[config.mk]
export PLATFORM = sky130hd
export DESIGN_NAME = fetch_ctrl_flat
export DESIGN_NICKNAME = d
export VERILOG_FILES = /design/src/rtl/fetch_ctrl_pkg.sv /design/src/rtl/fetch_ctrl_if.sv /design/src/rtl/fetch_ctrl_ibuf.sv /design/src/rtl/fetch_ctrl.sv /design/src/flat_wrapper.sv
export SDC_FILE = /design/constraint.sdc
export NUM_CORES = 1
export LEC_CHECK = 0
export CAP_MARGIN = 20
export CORE_MARGIN = 10
export CORE_UTILIZATION = 45
export DETAILED_ROUTE_END_ITERATION = 10
export PLACE_DENSITY_LB_ADDON = 0.1
export SYNTH_ARGS = -nofsm -noshare
export SYNTH_HDL_FRONTEND = slang
export SYNTH_SLANG_ARGS = --single-unit
[constraint.sdc]
create_clock -name clock -period 4.97 [get_ports clock]
set_input_delay 0.7455 -clock clock [delete_from_list [all_inputs] [get_ports clock]]
set_output_delay 0.7455 -clock clock [all_outputs]
set_load 0.02 [all_outputs]
[src/rtl/fetch_ctrl_pkg.sv]
// Shared constants for the fetch sequencer: default widths and FSM state encodings.
// Latency: n/a (definitions only).
// Backpressure: n/a.
package fetch_ctrl_pkg;

    localparam int FETCH_WIDTH = 16;
    localparam int FETCH_DEPTH = 2;

    localparam logic [0:0] ST_INIT = 1'b0;
    localparam logic [0:0] ST_RUN  = 1'b1;

endpackage

[src/rtl/fetch_ctrl_if.sv]
// PC control, ROM address/data, jump and decoder handshake bundle for fetch_ctrl.
// Latency: n/a (wiring only).
// Backpressure: instr_valid/instr_ready carried as-is.
interface fetch_ctrl_if
    import fetch_ctrl_pkg::*;
#(
    parameter int WIDTH = FETCH_WIDTH
);

    logic [WIDTH-1:0] pc_out;
    logic [WIDTH-1:0] pc_in;
    logic             pc_load;
    logic             pc_inc;
    logic             pc_reset;
    logic [WIDTH-1:0] rom_addr;
    logic [WIDTH-1:0] rom_data;
    logic             jump_req;
    logic [WIDTH-1:0] jump_target;
    logic [WIDTH-1:0] instr;
    logic [WIDTH-1:0] instr_pc;
    logic             instr_valid;
    logic             instr_ready;

    modport master (
        input  pc_out, rom_data, jump_req, jump_target, instr_ready,
        output pc_in, pc_load, pc_inc, pc_reset, rom_addr,
               instr, instr_pc, instr_valid
    );

    modport slave (
        output pc_out, rom_data, jump_req, jump_target, instr_ready,
        input  pc_in, pc_load, pc_inc, pc_reset, rom_addr,
               instr, instr_pc, instr_valid
    );

endinterface

[src/rtl/fetch_ctrl_ibuf.sv]
// Generic DEPTH-entry synchronous FIFO with flush; holds {addr, data} fetch entries.
// Latency: a push is visible at head the cycle after the write edge.
// Backpressure: caller must not push when full without a same-cycle pop; flush beats push.
module fetch_ctrl_ibuf #(
    parameter int W     = 32,
    parameter int DEPTH = 2
) (
    input  logic                     clock,
    input  logic                     reset,
    input  logic                     push,
    input  logic [W-1:0]             push_dat,
    input  logic                     pop,
    input  logic                     flush,
    output logic [W-1:0]             head,
    output logic                     full,
    output logic                     empty,
    output logic [$clog2(DEPTH):0]   count
);

    localparam int AW = $clog2(DEPTH);

    logic [W-1:0]  mem [DEPTH];
    logic [AW-1:0] rd_ptr;
    logic [AW-1:0] wr_ptr;

    always_ff @(posedge clock or negedge reset) begin
        if (!reset) begin
            rd_ptr <= '0;
            wr_ptr <= '0;
            count  <= '0;
        end else if (flush) begin
            rd_ptr <= '0;
            wr_ptr <= '0;
            count  <= '0;
        end else begin
            if (push) wr_ptr <= wr_ptr + 1'b1;
            if (pop)  rd_ptr <= rd_ptr + 1'b1;
            count <= count + (AW+1)'(push) - (AW+1)'(pop);
        end
    end

    // Storage needs no reset: empty masks head downstream.
    always_ff @(posedge clock) begin
        if (push && !flush) mem[wr_ptr] <= push_dat;
    end

    assign head  = mem[rd_ptr];
    assign full  = (count == (AW+1)'(DEPTH));
    assign empty = (count == '0);

endmodule

[src/rtl/fetch_ctrl.sv]
// Fetch sequencer: brings up the PC, issues ROM reads, buffers tagged instructions for the decoder.
// Latency: first instr_valid 3 cycles after INIT or after a jump; 1 instr/cycle steady state.
// Backpressure: instr_ready low stalls issue once buffer plus in-flight read reaches DEPTH.
module fetch_ctrl
    import fetch_ctrl_pkg::*;
#(
    parameter int WIDTH = FETCH_WIDTH,
    parameter int DEPTH = FETCH_DEPTH
) (
    input  logic         clock,
    input  logic         reset,
    fetch_ctrl_if.master bus
);

    localparam int CW = $clog2(DEPTH) + 1;

    logic [0:0]         state;
    logic               inflight;
    logic [WIDTH-1:0]   inflight_addr;
    logic               run;
    logic               pop;
    logic               jump;
    logic               issue;
    logic               push;
    logic               full;
    logic               empty;
    logic [CW-1:0]      count;
    logic [CW:0]        occ;
    logic [2*WIDTH-1:0] head;

    assign run  = (state == ST_RUN);
    assign pop  = bus.instr_valid & bus.instr_ready;
    assign jump = run & bus.jump_req;

    // Slots committed after this edge: buffered entries plus the read still in flight.
    assign occ   = {1'b0, count} + (CW+1)'(inflight) - (CW+1)'(pop);
    assign issue = run & ~bus.jump_req & ~(full & ~pop) & (occ < (CW+1)'(DEPTH));

    // A jump discards the read issued last cycle rather than capturing it.
    assign push = inflight & ~jump;

    always_ff @(posedge clock or negedge reset) begin
        if (!reset) begin
            state         <= ST_INIT;
            inflight      <= 1'b0;
            inflight_addr <= '0;
        end else begin
            state    <= ST_RUN;
            inflight <= issue;
            if (issue) inflight_addr <= bus.pc_out;
        end
    end

    fetch_ctrl_ibuf #(
        .W     (2*WIDTH),
        .DEPTH (DEPTH)
    ) u_ibuf (
        .clock    (clock),
        .reset    (reset),
        .push     (push),
        .push_dat ({inflight_addr, bus.rom_data}),
        .pop      (pop),
        .flush    (jump),
        .head     (head),
        .full     (full),
        .empty    (empty),
        .count    (count)
    );

    assign bus.pc_reset    = ~run;
    assign bus.pc_load     = jump;
    assign bus.pc_in       = jump ? bus.jump_target : '0;
    assign bus.pc_inc      = issue;
    assign bus.rom_addr    = bus.pc_out;
    assign bus.instr_valid = ~empty;
    assign bus.instr_pc    = empty ? '0 : head[2*WIDTH-1:WIDTH];
    assign bus.instr       = empty ? '0 : head[WIDTH-1:0];

endmodule

[src/flat_wrapper.sv]
// flat-port wrapper written by rule: the top's interface ports become plain ports
module fetch_ctrl_flat import fetch_ctrl_pkg::*;
#(
    parameter int WIDTH = FETCH_WIDTH,
    parameter int DEPTH = FETCH_DEPTH
)
  (clock, reset, bus_pc_out, bus_rom_data, bus_jump_req, bus_jump_target, bus_instr_ready, bus_pc_in, bus_pc_load, bus_pc_inc, bus_pc_reset, bus_rom_addr, bus_instr, bus_instr_pc, bus_instr_valid);
  fetch_ctrl_if #(.WIDTH(WIDTH)) bus_i ();
  input  logic clock;
  input  logic reset;
  input wire logic [$bits(bus_i.pc_out)-1:0] bus_pc_out;
  input wire logic [$bits(bus_i.rom_data)-1:0] bus_rom_data;
  input wire logic [$bits(bus_i.jump_req)-1:0] bus_jump_req;
  input wire logic [$bits(bus_i.jump_target)-1:0] bus_jump_target;
  input wire logic [$bits(bus_i.instr_ready)-1:0] bus_instr_ready;
  output wire logic [$bits(bus_i.pc_in)-1:0] bus_pc_in;
  output wire logic [$bits(bus_i.pc_load)-1:0] bus_pc_load;
  output wire logic [$bits(bus_i.pc_inc)-1:0] bus_pc_inc;
  output wire logic [$bits(bus_i.pc_reset)-1:0] bus_pc_reset;
  output wire logic [$bits(bus_i.rom_addr)-1:0] bus_rom_addr;
  output wire logic [$bits(bus_i.instr)-1:0] bus_instr;
  output wire logic [$bits(bus_i.instr_pc)-1:0] bus_instr_pc;
  output wire logic [$bits(bus_i.instr_valid)-1:0] bus_instr_valid;
  assign bus_i.pc_out = bus_pc_out;
  assign bus_i.rom_data = bus_rom_data;
  assign bus_i.jump_req = bus_jump_req;
  assign bus_i.jump_target = bus_jump_target;
  assign bus_i.instr_ready = bus_instr_ready;
  assign bus_pc_in = bus_i.pc_in;
  assign bus_pc_load = bus_i.pc_load;
  assign bus_pc_inc = bus_i.pc_inc;
  assign bus_pc_reset = bus_i.pc_reset;
  assign bus_rom_addr = bus_i.rom_addr;
  assign bus_instr = bus_i.instr;
  assign bus_instr_pc = bus_i.instr_pc;
  assign bus_instr_valid = bus_i.instr_valid;
  fetch_ctrl #(.WIDTH(WIDTH), .DEPTH(DEPTH)) u_core (.clock(clock), .reset(reset), .bus(bus_i));
endmodule
# Word-level counts from Yosys, hierarchy flattened
# Memory sizes are Yosys's and may differ from the RTL's.
# Index checks and enable logic that the tools add are counted.
[word_totals]
in_bits = 52
n_memories = 1
ram_bits = 64
wordCells = 43
ff_bits = 22
[classes]
order_cmp = 1
add_sub_neg = 6
n_eq_ne = 1
bitwise_logic = 13
muxes = 10
n_reduce_logical = 5
[memory_table]
columns = ["memory", "depth", "word_bits", "rd", "rd_clocked_by_memory_dff", "wr", "line", "rtl"]
rows = [
  ["u_core.u_ibuf.mem", 2, 32, 1, 0, 1, "fetch_ctrl_ibuf.sv:22", "logic [W-1:0] mem [DEPTH];"],
]
[op_table]
columns = ["cell", "n"]
rows = [
  ["16-bit two-way mux", 3],
  ["1-bit bitwise AND", 7],
  ["1-bit two-way mux", 6],
  ["1-bit inverter", 6],
  ["2-bit nonzero test", 2],
  ["2-bit by 1-bit adder with 3-bit output", 1],
  ["3-bit by 2-bit less-than comparator with 1-bit output (second input constant)", 1],
  ["3-bit by 1-bit subtractor with 3-bit output", 1],
  ["1-bit adder (second input constant)", 2],
  ["2-bit by 1-bit adder with 2-bit output", 1],
  ["2-bit equality test (second input constant)", 1],
  ["2-bit logical NOT", 1],
  ["2-bit two-way mux", 1],
  ["2-bit by 1-bit subtractor with 2-bit output", 1],
  ["1-bit logical AND", 1],
  ["1-bit logical NOT", 1],
]

# Longest topological paths before layout
# Gate-level depths: netlist of the first run.
[depth]
word_depth = 8
depth_mapped = 9
ltp_nobuf = 8

# Cells and area by module
# Synthesis of the first run repeated with hierarchy kept, for this count alone.
[unflattened]
cells_unflattened = 238
area_unflattened_um2 = 3926.3
[by_module_without_submodules]
columns = ["module", "cells_each", "area_each_um2", "seq_area_each_um2", "n_inst"]
rows = [
  ["fetch_ctrl_ibuf", 119, 2678.8, 2021.9, 1],
  ["fetch_ctrl", 119, 1247.4, 450.4, 1],
]

# Worst setup path before layout of the first run
# No wires, ideal clock.
[synth_path]
path_kind = "input -> output"
startpoint = "in bus_instr_ready"
endpoint = "out bus_pc_inc"
required_time_ns = 4.225
cell_stages = 6
arrival_time_ns = 2.254
slack_ns = 1.971
cell_sequence = "o21ai_0 -> nor2_1 -> fa_1 -> or2_4 -> a211oi_4 -> buf_12"
[synth_via]
elab_chain_cells = 6
word_cells_on_any_way = 8
classes_between = "1 x add/sub; 1 x order compare; 6 x bitwise"
[synth_rtl]
columns = ["element", "line", "rtl"]
rows = [
  ["from (decl)", "flat_wrapper.sv:15", "input wire logic [$bits(bus_i.instr_ready)-1:0] bus_instr_ready;"],
  ["1-bit bitwise AND (*)", "fetch_ctrl.sv:32", "assign pop = bus.instr_valid & bus.instr_ready;"],
  ["parallel branches: the longest is 4 deep, another holds 3-bit by 1-bit subtractor with 3-bit output", "--", ""],
  ["1-bit bitwise AND (*)", "fetch_ctrl.sv:37", "assign issue = run & ~bus.jump_req & ~(full & ~pop) & (occ < (CW+1)'(DEPTH));"],
  ["to (decl)", "flat_wrapper.sv:18", "output wire logic [$bits(bus_i.pc_inc)-1:0] bus_pc_inc;"],
]
# Every way passes the cells marked *.

# Worst setup path after layout of the first run
# Ends and elaborated chain as after synthesis.

==> metrics, run 1 <==
Site Rows 32; Vias 2167; Syn Nets 295; Syn Inst Count 240; setup ws final 1090 ps; met1 usage 13.9%; Die ar. 12000 um2; most frequent cells in the layout clkdlybuf4s50_1, edfxtp_1, nor2_1; top cells by area, synth edfxtp_1, dfrtp_1, mux2i_1; status finished clean; leading cell type in the layout, fill and taps excluded clkdlybuf4s50_1; initial core utilization 46.6%; Final Cycle Share 78.0%; vias in the first global route 2282; Ys Warns 0; final core area utilization 64.1%; DP Worst Slack 1080 ps; GRT Max-Usage Layer met2; width of the die 110 um; worst-skew pair later-pin latency 340 ps; HPWL Detailed 5.54 mm; Non-Filler Instances 453; number of clock sinks 86; # port buffers 119; Hold Buf Count CTS 0; GR Layer Usage met2 23.9%; Post-Synth Simple-Gate Area 8.06%; Max FO, Critical Path 3; actual slew at the worst max-slew pin 1010 ps; complex-gate fraction of the synthesized area 0.900%; CTS tree done; Max rail drop VDD 0.234 mV; Hold Fails Final Rpt 0; startpoint types input port; IO Pins 120; WP buf/inv 2; Finish-stage setup viols 0; r2r setup slk 2240 ps; Synth top area share 53.1%; Pre-antenna DRT Iters 4; Fmax 258 MHz; H-tree levels 3; Core Region 7770 um2; Synth area leader edfxtp_1; P&R area growth vs syn 37.6%; RePlAce Congestion 0.744; Nets 401; DRC 0; Netlist Area Pre-Place 3620 um2; layout cell share with drive strength beyond 1 10.8%; sequential element share of the synthesized area 68.4%; Starting DRT DRC Count 91; gr usage total 13.3%; fin crit period 3880 ps; CP peak stage delay 680 ps; Reg clk slew, reported paths 80 ps; Post-CTS Setup Bufs 0; # diodes 0; pwr dens 508 nW/um2; setup repair after global routing missed its margin false; synth unique cells 25; crit path kind in -> out; crit path DAT 3130 ps; DR vias/cell 4.78; Avg WL per Cell 17.6 um; post-cts sizing count 0; largest family of logic cells by synthesized area multiplexers; met3 Usage GRT 4.92%; pin count of the biggest net entering global routing 34; total CTS buffers 9; worst-case clock buffer depth 2; Die H 110 um; fillers 611; overall power 2.53 mW; Slowest cell on crit path clkdlybuf4s50_1; Root Buffer clkbuf_8; first-pass GRT wire length 12.0 mm; Crit path top cell by count clkdlybuf4s50_1; Sum Neg Setup Slack 0 ps; crit-path cells clkdlybuf4s50_1, o21ai_0, nor2_1, fa_1, or2_4, a211oi_4, clkdlybuf4s50_1; clock skew 8.32 ps; grt total ovfl 0; Pleak 1.91 nW; Adder-Cell Fraction of Synth Area 1.25%; Mean Syn Cell Area 15.1 um2; crit-path leading delay family buffers and inverters; max-slew violations 0; post-route ant nets 0; initial antenna violation count 0; placed cell count 436; register bit total from synthesis 86; mux cell area share after synthesis 14.8%; worst rel slew slack 32.4%; worst hold path class reg -> reg; CP required 4220 ps; Max Cap Violations 0; total wire length 7.99 mm; Crit. End Element output port; Post-Synth XOR/XNOR Area 0.969%
==> through the flow <==
step	hold slack, ps	area (um2)
6_report	471	4980
5_1_grt	483	4980
4_1_cts	476	4960
3_5_place_dp	460	4780
3_3_place_gp	448	4780
2_1_floorplan	438	3620
==> layout make-up <==
type                            instances  area, um2  share of cell area [%]
Tap cell                              102        128                    2.56
Timing Repair Buffer                  122       1220                    24.5
Multi-Input combinational cell        122        953                    19.2
Inverter                                5       18.8                   0.377
Clock buffer                           11        131                    2.64
Sequential cell                        86       2470                    49.7
Clock inverter                          5       51.3                    1.03
==> worst reg2reg max path, stage by stage, from the launching register on <==
cell	delay [ps]
dfrtp_1	470
o21ai_0	350
nor2_1	110
fa_1	440
or2_4	250
a211oi_4	280
buf_4	340
mux2_2	380
==> logic make-up (layout without fill, tap and decap cells) <==
group                      count (synthesis)  count (layout)
AOI/OAI and AO/OA                          3               3
xor gates and xnor gates                   4               4
adders and majority gates                  3               3
buffers and inverters                     32             143
DFF                                       86              86
muxes                                     48              48
other                                      1               1
and+or+nand+nor                           63              63
==> cell usage after synthesis, drive strengths merged <==
| cell type | count |
|---|---|
| edfxtp | 64 |
| nor2 | 38 |
| mux2i | 32 |
| dfrtp | 22 |
| buf | 21 |
| and3 | 17 |
| mux2 | 16 |
| clkbuf | 6 |
| inv | 5 |
| nand2 | 4 |
| xor2 | 3 |
| and2 | 2 |
| ha | 2 |
| a211oi | 1 |
| conb | 1 |
| fa | 1 |
| nor3 | 1 |
| o211ai | 1 |
| o21ai | 1 |
| or2 | 1 |
| xnor2 | 1 |
==> routing by layer <==
layer / wire length [um] / vias to the layer above
li1: - / 1052
met1: 2970 / 1052
met2: 4400 / 57
met3: 542 / 6
met4: 76 / 0
met5: 0 / -
==> registers in the layout, indices dropped and copies added (netlist names) <==
| register | count |
|---|---|
| u_core.u_ibuf.count | 2 |
| u_core.inflight | 1 |
| u_core.u_ibuf.rd_ptr | 1 |
| u_core.u_ibuf.mem | 64 |
| u_core.u_ibuf.wr_ptr | 1 |
| u_core.run | 1 |
| u_core.inflight_addr | 16 |
==> final timing paths <==
path	start	cells past startpoint	to
worst max-delay path	bus_instr_ready	7	bus_pc_inc
worst min-delay path	u_core.inflight_addr[12]	0	u_core.u_ibuf.mem[0][28]
worst max register to register	u_core.u_ibuf.count[1]	7	u_core.inflight_addr[10]
worst min register to register	u_core.inflight_addr[12]	0	u_core.u_ibuf.mem[0][28]
max in group asynchronous	reset	2	u_core.u_ibuf.rd_ptr
min in group asynchronous	reset	1	u_core.inflight_addr[14]
==> report_power, final <==
group	internal (mW)	switching, mW
registers	0.941	0.137
clock network	0.230	0.230
logic	0.516	0.474
total	1.69	0.841
No activity file was read; power rests on OpenSTA's default activity.
==> run 2: changes to the inputs <==
==> constraint.sdc (replaced) <==
create_clock -name clock -period 3.94 [get_ports clock]
set_input_delay 0.591 -clock clock [delete_from_list [all_inputs] [get_ports clock]]
set_output_delay 0.591 -clock clock [all_outputs]
set_load 0.02 [all_outputs]
==> run 2 against run 1 <==
Net effect:
- non-clock buffer count grew 2
- sequential power rose by 26%
- largest power group unchanged
- critical endpoint unchanged
- critical path depth is the same
- clock power up 36%
- sequential share of layout area down 0.36 points
- worst hold slack worse by 2.3 ps
- cell area up 0.73%
- via count hardly changed
- combinational power grew 26%
- routed wire length decreased by 1.5%
- clock-buffer cell count decreased by 2
- first-iteration DRC count decreased by 68%
==> metrics, run 2 (synthesis gave the netlist of run 1 again) <==
Post-CTS Setup Bufs 0; fin crit period 3570 ps; vias in the first global route 2343; worst-case clock buffer depth 2; overall power 3.24 mW; Finish-stage setup viols 0; setup repair after global routing missed its margin false; Fmax 280 MHz; Avg WL per Cell 17.3 um; DRC 0; Vias 2168; Nets 403; CTS tree done; Pleak 1.92 nW; Register Area 2470 um2; HPWL Detailed 5.58 mm; gr usage total 13.2%; # port buffers 119; number of clock sinks 86; RePlAce Congestion 0.707; DP Worst Slack 345 ps; worst hold path class reg -> reg; pwr dens 646 nW/um2; Starting DRT DRC Count 29; Regs by FF count u_core.u_ibuf.mem x64, u_core.inflight_addr x16, u_core.u_ibuf.count x2; Multi-input gate area 953 um2; pin count of the biggest net entering global routing 34; Site Rows 32; DR vias/cell 4.76; IO Pins 120; worst rel slew slack 31.4%; first-pass GRT wire length 12.1 mm; P&R area growth vs syn 38.7%; Crit path top cell by count clkdlybuf4s50_1; startpoint types input port; Reg clk slew, reported paths 90 ps; crit path kind in -> out; Sum Neg Setup Slack 0 ps; grt total ovfl 0; crit path DAT 2980 ps; H-tree levels 3; Hold Fails Final Rpt 0; Placed Area 4790 um2; worst-skew pair later-pin latency 340 ps; Hold Buf Count CTS 0; initial core utilization 46.6%; crit-path leading delay family buffers and inverters; Max FO, Critical Path 3; Root Buffer clkbuf_8; width of the die 110 um; max-slew violations 0; CP peak stage delay 680 ps; actual slew at the worst max-slew pin 1030 ps; total CTS buffers 9; Pre-antenna DRT Iters 4; # diodes 0; max FFs per register 64; post-route ant nets 0; layout cell share with drive strength beyond 1 12.5%; Biggest register u_core.u_ibuf.mem; status finished clean; fillers 596; Core Region 7770 um2; setup ws final 365 ps; post-route cell area 5010 um2; crit-path cells clkdlybuf4s50_1, o21ai_0, nor2_1, fa_1, or2_4, a211oi_4, clkdlybuf4s50_1; WP buf/inv 2; clock skew 4.34 ps; Final Cycle Share 90.7%; initial antenna violation count 0; total wire length 7.87 mm; Crit. End Element output port; most frequent cells in the layout clkdlybuf4s50_1, edfxtp_1, nor2_1; Die H 110 um; CP required 3350 ps; leading cell type in the layout, fill and taps excluded clkdlybuf4s50_1; Max Cap Violations 0; Die ar. 12000 um2; post-cts sizing count 0; Max rail drop VDD 0.329 mV; Slowest cell on crit path clkdlybuf4s50_1
-- run 2: changes by cell type in the layout (fill, tap and decap cells not counted) --
cell,before,now
inv_6,0,3
clkinvlp_4,0,2
clkinv_1,2,0
clkbuf_1,2,0
buf_4,2,4
clkinv_2,1,0
-- run 2: final cells by class --
type | instances | area share (%)
flip-flops and latches | 86 | 49.3
repair buffers | 124 | 24.7
multi-input cells | 122 | 19.0
well taps | 102 | 2.55
clock buffers | 9 | 2.47
clock inverters | 7 | 1.60
inverters | 5 | 0.374
-- run 2: routing by layer --
| layer | track usage [%] | part of all wire (%) | up-vias |
|---|---|---|---|
| met4 | 5.39 | 1.1 | 0 |
| li1 | - | - | 1053 |
| met5 | 0 | 0 | - |
| met3 | 4.33 | 7.7 | 9 |
| met2 | 23.3 | 53 | 58 |
| met1 | 14.2 | 38 | 1048 |
-- run 2: stage by stage --
step | utilization (%) | cells | hold WS, ps
final | 64.5 | 455 | 469
after global routing | 64.5 | 455 | 489
after global placement | 61.7 | 438 | 449
after floorplan | - | 240 | 295
after detailed placement | 61.7 | 438 | 455
after CTS | 64.4 | 454 | 470
-- run 2: path summary, 6_finish.rpt --
| kind | slack (ps) | end | cells past startpoint | start |
|---|---|---|---|---|
| worst min register to register | 470 | u_core.u_ibuf.mem[0][28] | 0 | u_core.inflight_addr[12] |
| max in group asynchronous | 2920 | u_core.u_ibuf.rd_ptr | 2 | reset |
| worst max register to register | 1190 | u_core.inflight_addr[14] | 7 | u_core.u_ibuf.count[1] |
| worst max-delay path | 370 | bus_pc_inc | 7 | bus_instr_ready |
| worst min-delay path | 470 | u_core.u_ibuf.mem[0][28] | 0 | u_core.inflight_addr[12] |
| min in group asynchronous | 550 | u_core.inflight_addr[13] | 1 | reset |
-- run 2: report_power, final --
group / internal (mW) / switching, mW
Combinational: 0.655 / 0.598
Sequential: 1.19 / 0.177
Clock: 0.301 / 0.324
Total: 2.14 / 1.10
